==> src/rtl/cpu54_pkg.sv <==
// cpu54_pkg: shared register-file widths, named register addresses and word typedefs
package cpu54_pkg;
  localparam int REG_ADDR_W = 5;
  localparam int REG_NUM = 32;
  localparam int DATA_W = 32;
  typedef logic [REG_ADDR_W-1:0] reg_addr_t;
  typedef logic [DATA_W-1:0] word_t;
  localparam reg_addr_t REG_ZERO = 5'd0;
  localparam reg_addr_t REG_RA = 5'd31;
endpackage

==> src/rtl/wr_decoder5_32.sv <==
// wr_decoder5_32: 5-to-32 one-hot write-enable decoder, bit 0 masked so register 0 is never written
//   iAddr: destination register, iEn: write enable, oWe: per-register write enables
module wr_decoder5_32
  import cpu54_pkg::*;
(
  input  logic [REG_ADDR_W-1:0] iAddr,
  input  logic                  iEn,
  output logic [REG_NUM-1:0]    oWe
);
  always_comb begin
    oWe = '0;
    oWe[iAddr] = iEn;
    oWe[REG_ZERO] = 1'b0;
  end
endmodule

==> src/rtl/reg_file32.sv <==
// reg_file32: 32 x 32-bit register file, two combinational read ports, one write port, r0 reads zero
//   iClk/iRst_n: clock and async active-low reset; iWe/iWAddr/iWData: writeback port
//   iRAddr1/iRAddr2 -> oRData1/oRData2: operand reads; oWrote: pulse the cycle after a committed write
//   REG_FILE_BYPASS_EN: when defined, a read of the address being written returns iWData that cycle
module reg_file32
  import cpu54_pkg::*;
#(
  parameter int DATA_W = 32,
  parameter int ADDR_W = REG_ADDR_W
) (
  input  logic              iClk,
  input  logic              iRst_n,
  input  logic              iWe,
  input  logic [ADDR_W-1:0] iWAddr,
  input  logic [DATA_W-1:0] iWData,
  input  logic [ADDR_W-1:0] iRAddr1,
  input  logic [ADDR_W-1:0] iRAddr2,
  output logic [DATA_W-1:0] oRData1,
  output logic [DATA_W-1:0] oRData2,
  output logic              oWrote
);
  localparam int NREG = 1 << ADDR_W;
  logic [NREG-1:0] we;
  logic [DATA_W-1:0] regs [NREG];
  wr_decoder5_32 uDec (.iAddr(iWAddr), .iEn(iWe), .oWe(we));
  always_ff @(posedge iClk or negedge iRst_n) begin
    if (!iRst_n) begin
      for (int i = 0; i < NREG; i++) regs[i] <= '0;
      oWrote <= 1'b0;
    end else begin
      for (int i = 1; i < NREG; i++) if (we[i]) regs[i] <= iWData;
      oWrote <= |we;
    end
  end
`ifdef REG_FILE_BYPASS_EN
  assign oRData1 = (iRAddr1 == REG_ZERO) ? '0 : (iWe && iRAddr1 == iWAddr) ? iWData : regs[iRAddr1];
  assign oRData2 = (iRAddr2 == REG_ZERO) ? '0 : (iWe && iRAddr2 == iWAddr) ? iWData : regs[iRAddr2];
`else
  assign oRData1 = (iRAddr1 == REG_ZERO) ? '0 : regs[iRAddr1];
  assign oRData2 = (iRAddr2 == REG_ZERO) ? '0 : regs[iRAddr2];
`endif
endmodule
==> config.mk <==
export PLATFORM = sky130hd
export DESIGN_NAME = reg_file32
export DESIGN_NICKNAME = d
export VERILOG_FILES = /design/src/rtl/cpu54_pkg.sv /design/src/rtl/wr_decoder5_32.sv /design/src/rtl/reg_file32.sv
export SDC_FILE = /design/constraint.sdc
export NUM_CORES = 2
export LEC_CHECK = 0
export BUFFER_PORTS_ARGS = -buffer_cell sky130_fd_sc_hd__buf_2
export CORE_MARGIN = 8
export CORE_UTILIZATION = 55
export DETAILED_ROUTE_END_ITERATION = 16
export MAX_ROUTING_LAYER = met4
export PLACE_DENSITY = 0.71
export RECOVER_POWER = 25
export REMOVE_ABC_BUFFERS = 1
export SYNTH_ARGS = -nofsm -noshare
export SYNTH_HDL_FRONTEND = slang
export SYNTH_SLANG_ARGS = --single-unit
==> constraint.sdc <==
create_clock -name iClk -period 1.9 [get_ports iClk]
set_input_delay 0.19 -clock iClk [delete_from_list [all_inputs] [get_ports iClk]]
set_output_delay 0.19 -clock iClk [all_outputs]
set_load 0.02 [all_outputs]
# After elaboration in Yosys (flattened, before gate mapping)
# Cells that the tools add are included.
[totals]
input_bits = 50
wordCells = 53
out_inout_bits = 65
register_bits = 993
[classes]
n_reduce_logical = 4
order_cmp = 4
n_bitwise = 3
muxes = 10
[op_table]
columns = ["op", "count"]
rows = [
  ["32-bit binary-select mux with 5-bit select", 2],
  ["32-bit 2-to-1 mux", 6],
  ["32-bit bitwise AND", 1],
  ["31-bit OR reduction", 1],
  ["6-bit >= comparator (second input constant)", 2],
  ["5-bit inverter with 6-bit output", 2],
  ["5-bit zero test", 2],
  ["5-bit by 6-bit < comparator with 1-bit output (second input constant)", 1],
  ["1-bit demux with 5-bit select", 1],
  ["5-bit by 1-bit >= comparator with 1-bit output (second input constant)", 1],
  ["1-bit logical AND", 1],
  ["1-bit 2-to-1 mux", 1],
]

# Depth between registers and ports, before layout
[logic_depth]
depth_word = 6
depth_mapped = 9
ltp_nobuf = 4

# By module
# A second synthesis with hierarchy kept.
[hier_totals]
hier_cells = 3703
area_unflattened_um2 = 53588.9
[by_module_without_submodules]
columns = ["mod", "n_inst", "area_per_inst_um2", "cells_per_inst", "seq_area_each_um2"]
rows = [
  ["reg_file32", 1, 53351.2, 3655, 24848.8],
  ["wr_decoder5_32", 1, 237.7, 48, 0.0],
]

# Least setup slack after synthesis
# OpenSTA, ideal clock, no wires.
[synth_timing]
path_kind = "input-to-output"
start = "input iRAddr2[1]"
end = "output oRData2[24]"
n_path_buf = 5
t_required_ps = 1710
slack_ps = -203
stages = 9
arrival_time_ps = 1913
path_cell_list = "buf_4 -> buf_6 -> buf_6 -> buf_12 -> buf_12 -> mux2i_1 -> a22oi_1 -> a21oi_1 -> nor4_1"
[synth_between]
elab_chain_len = 5
elab_cells_between_ends = 6
cone_classes = "4 x mux; 1 x bitwise; 1 x reduce/logical"
[synth_lines]
columns = ["element", "line", "text"]
rows = [
  ["from (decl)", "reg_file32.sv:17", "input logic [ADDR_W-1:0] iRAddr2,"],
  ["5-bit inverter with 6-bit output (not written as such)", "reg_file32.sv:40", "assign oRData2 = (iRAddr2 == REG_ZERO) ? '0 : regs[iRAddr2];"],
  ["32-bit binary-select mux with 5-bit select", "reg_file32.sv:40", ""],
  ["32-bit 2-to-1 mux (not written as such) (2 in a row)", "reg_file32.sv:40", ""],
  ["32-bit 2-to-1 mux (*)", "reg_file32.sv:40", ""],
  ["to (decl)", "reg_file32.sv:19", "output logic [DATA_W-1:0] oRData2,"],
]
# Mark *: on every way between the ends. The rest lies on a longest branch, timed or not. The select of a mux whose other input is x is not followed.

# Final worst setup path
[layout_timing]
start = "register regs[672] in the netlist's numbering"
end = "output oRData1[0]"
[layout_between]
elab_chain_len = 4
[layout_lines]
columns = ["element", "line", "text"]
rows = [
  ["from (decl)", "reg_file32.sv:24", "logic [DATA_W-1:0] regs [NREG];"],
  ["32-bit binary-select mux with 5-bit select", "reg_file32.sv:39", "assign oRData1 = (iRAddr1 == REG_ZERO) ? '0 : regs[iRAddr1];"],
  ["32-bit 2-to-1 mux (not written as such) (2 in a row)", "reg_file32.sv:39", ""],
  ["32-bit 2-to-1 mux", "reg_file32.sv:39", ""],
  ["to (decl)", "reg_file32.sv:18", "output logic [DATA_W-1:0] oRData1,"],
]
# Every way passes these cells. The select of a mux whose other input is x is not followed.

==> flow_summary.ini <==
[status]
outcome = complete, but fails checks
violations = max-capacitance violations, max-slew violations, negative setup slack

[clock_network]
tritoncts = built
cts.sinks = 993
clkLatencyLatePin_ns = 0.68
clk_path_buf_depth = 3
cts_buffers = 108
cts_root_buf = clkbuf_16
clkSlewWorstSetupHoldPaths_ns = 0.06
cts.htree.levels = 3

[pwr]
finalPower_mw = 64.4
p_per_area_mw_per_mm2 = 1010
power_leakage_nw = 28.9
ir_drop_v = 0.000821

[worst_setup_path]
worstSetupPathType = reg -> out
cp_cell_sequence = mux4_2 > a22o_1 > a31oi_2 > buf_4 > nor3_4 > buf_6
cp_top_family = multiplexers
r2r_end = regs[564]$_DFFE_PN0P_
crit_buf_inv = 2
worstSetupStartpoint = regs[672]$_DFFE_PN0P_
crit_path_end_kind = output port
cpMaxStageDelayCell = mux4_2
cp-endpoint = oRData1[0]
r2r_slack_ns = 0.84
r2r_cells = 3
worstPathArrival_ns = 2.33
worstPathRequired_ns = 1.71
cp.depth = 6
startpoint_type = flop
cp_max_fo = 3
critPathMaxStageDelay_ns = 0.47
worstReg2RegStart = regs[564]$_DFFE_PN0P_

[die]
start_util_pct = 55.5
die_w_um = 328
fp-row-count = 114
ios = 115
core_area_mm2 = 0.0966
fp.dieH_um = 328
die_area_mm2 = 0.108

[place]
portBuffers = 114
post-place-ws_ns = -0.506
finalWeightedCongestion = 0.864
dp.final_hpwl_um = 107000

[final_layout]
final_cell_mix = mux2_2, dfrtp_1, mux2i_1, buf_4, o22ai_1
fill_cells = 6954
nets = 4334
utilization_pct = 66.2
drive_above_1_share_pct = 48.6
final_common_cell = mux2_2
syn_to_final_growth_pct = 19.5

[drt]
vias = 38000
finalWirelength_um = 167000
drc = 0
wl_per_cell_um = 29.6
viasPerCell = 6.73
drt_pass1_iterations = 5
drtIter0Drc = 3594
antenna_left = 0

[synth]
ys_seq_area_share_pct = 46.4
synth_edf_count = 0
ys_types = 39
yosysWarnings = 32
syn_avg_cell_area_um2 = 13.2
async_flop_share_pct = 100
netlist_area_mm2 = 0.0536
syn_inst = 4056
ys.flop_type = dfrtp_1
ys_ff_latch = 993

[sta]
fin_crit_ns = 2.52
rsz0062_at_grt = yes
max_freq_ghz = 0.396
setup_ws_ns = -0.625
fin_crit_sh_pct = 133
slew_viol_final = 16
final.setup.tns_ns = -54.84
worstMarginPinSlew_ns = 1.63
relSlewSlack_pct = -8.64
hold_viol = 0
setup_viol = 275
clock_skew_ns = 0

[global_route]
grt.overflow.total = 0
grt_max_degree = 129
antenna_found_initial = 5
track_usage_pct = 31.5
grt_pass1_vias = 39600
grt_pass1_wl_um = 253000

[hold_path]
hp-start = iWData[17]
min_path_type = in -> reg
hold_depth = 2

[job]
max_cap_violations = 1
-- how the worst min path moves through the flow --
| stage | end | slack (ns) |
|---|---|---|
| 2_1_floorplan | oWrote$_DFF_PN0_ | -0.11 |
| 4_1_cts | regs[760]$_DFFE_PN0P_ | 0.08 |
| 3_5_place_dp | regs[744]$_DFFE_PN0P_ | 0.25 |
| 3_3_place_gp | regs[941]$_DFFE_PN0P_ | 0.25 |
| 5_1_grt | regs[280]$_DFFE_PN0P_ | 0.13 |
| 6_report | regs[49]$_DFFE_PN0P_ | 0.12 |
-- registers in the layout (all words and copies together), names as in the netlist --
signal,count
oWrote,1
regs,992
-- layout make-up --
type                       count  area (um2)  area share, %
multi-input combinational   2636       27900           43.7
sequential                   993       24800           38.8
timing repair buffer         545        5910           9.23
clock buffer                 159        3260           5.09
tap                         1276        1600           2.50
clock inverter                37         407          0.636
antenna                        3        7.51         0.0117
-- kinds of logic (layout without fill, tap and decap cells) --
family	after synthesis	after routing	synth area share, %
simple gates	300	300	3.09
compound gates	513	513	6.73
mux	1823	1823	39.6
flops	993	993	46.4
other cells	0	3	0
buf+inv	427	741	4.22
-- what timing repair did --
action	CTS	global route
endpoints found under the setup margin	64	64
endpoints found under the hold margin	994	0
pin swaps	115	16
gates resized for setup	274	32
gates cloned	0	0
setup buffers	20	5
hold buffers	3	0
-- stage by stage --
stage               instance area (um2)  cells  hold WS (ns)
floorplan                         51300   3629        -0.106
detailed placement                58900   5449         0.247
global placement                  58900   5449         0.252
global route                      64000   5648         0.127
finish                            64000   5649         0.123
CTS                               63900   5642        0.0844
-- worst register-to-register path, delay by kind of cell (launching register included) --
kind,cells,cell delay (ns)
buf+inv,2,0.27
flops,1,0.41
mux,1,0.26
-- Yosys cell counts (5+ instances only) --
master / number / share of area, %
nand2_1: 21 / 0.15
a21oi_1: 32 / 0.30
a22oi_1: 64 / 0.90
a211oi_1: 34 / 0.48
a31oi_1: 31 / 0.36
nor3_1: 160 / 1.5
mux4_2: 129 / 5.4
o22ai_1: 256 / 3.0
buf_6: 28 / 0.59
nor2b_1: 38 / 0.44
nand2b_1: 8 / 0.093
buf_1: 26 / 0.18
buf_4: 62 / 0.87
clkbuf_1: 193 / 1.4
dfrtp_1: 993 / 46
mux2i_1: 638 / 12
nor4_1: 22 / 0.26
nor4_2: 10 / 0.23
buf_2: 111 / 1.0
mux2_2: 1056 / 22
a22o_1: 31 / 0.51
or2_2: 5 / 0.058
a221o_1: 63 / 1.2
nor2_1: 19 / 0.13
-- layer usage --
| metal | up-vias | track usage (%) | wire, um |
|---|---|---|---|
| li1 | 16000 | - | - |
| met1 | 20100 | 40.9 | 68900 |
| met2 | 1573 | 49.1 | 79400 |
| met3 | 440 | 5.63 | 11500 |
| met4 | 0 | 12.7 | 7410 |
| met5 | - | - | 0 |
-- report_power, final --
group          leakage [nW]  internal (mW)  switching [mW]
combinational          14.3           8.03            6.22
clock                  1.81           12.8            8.86
sequential             12.7           25.3            3.22
total                  28.9           46.1            18.3
No activity file was read; power rests on OpenSTA's default activity.
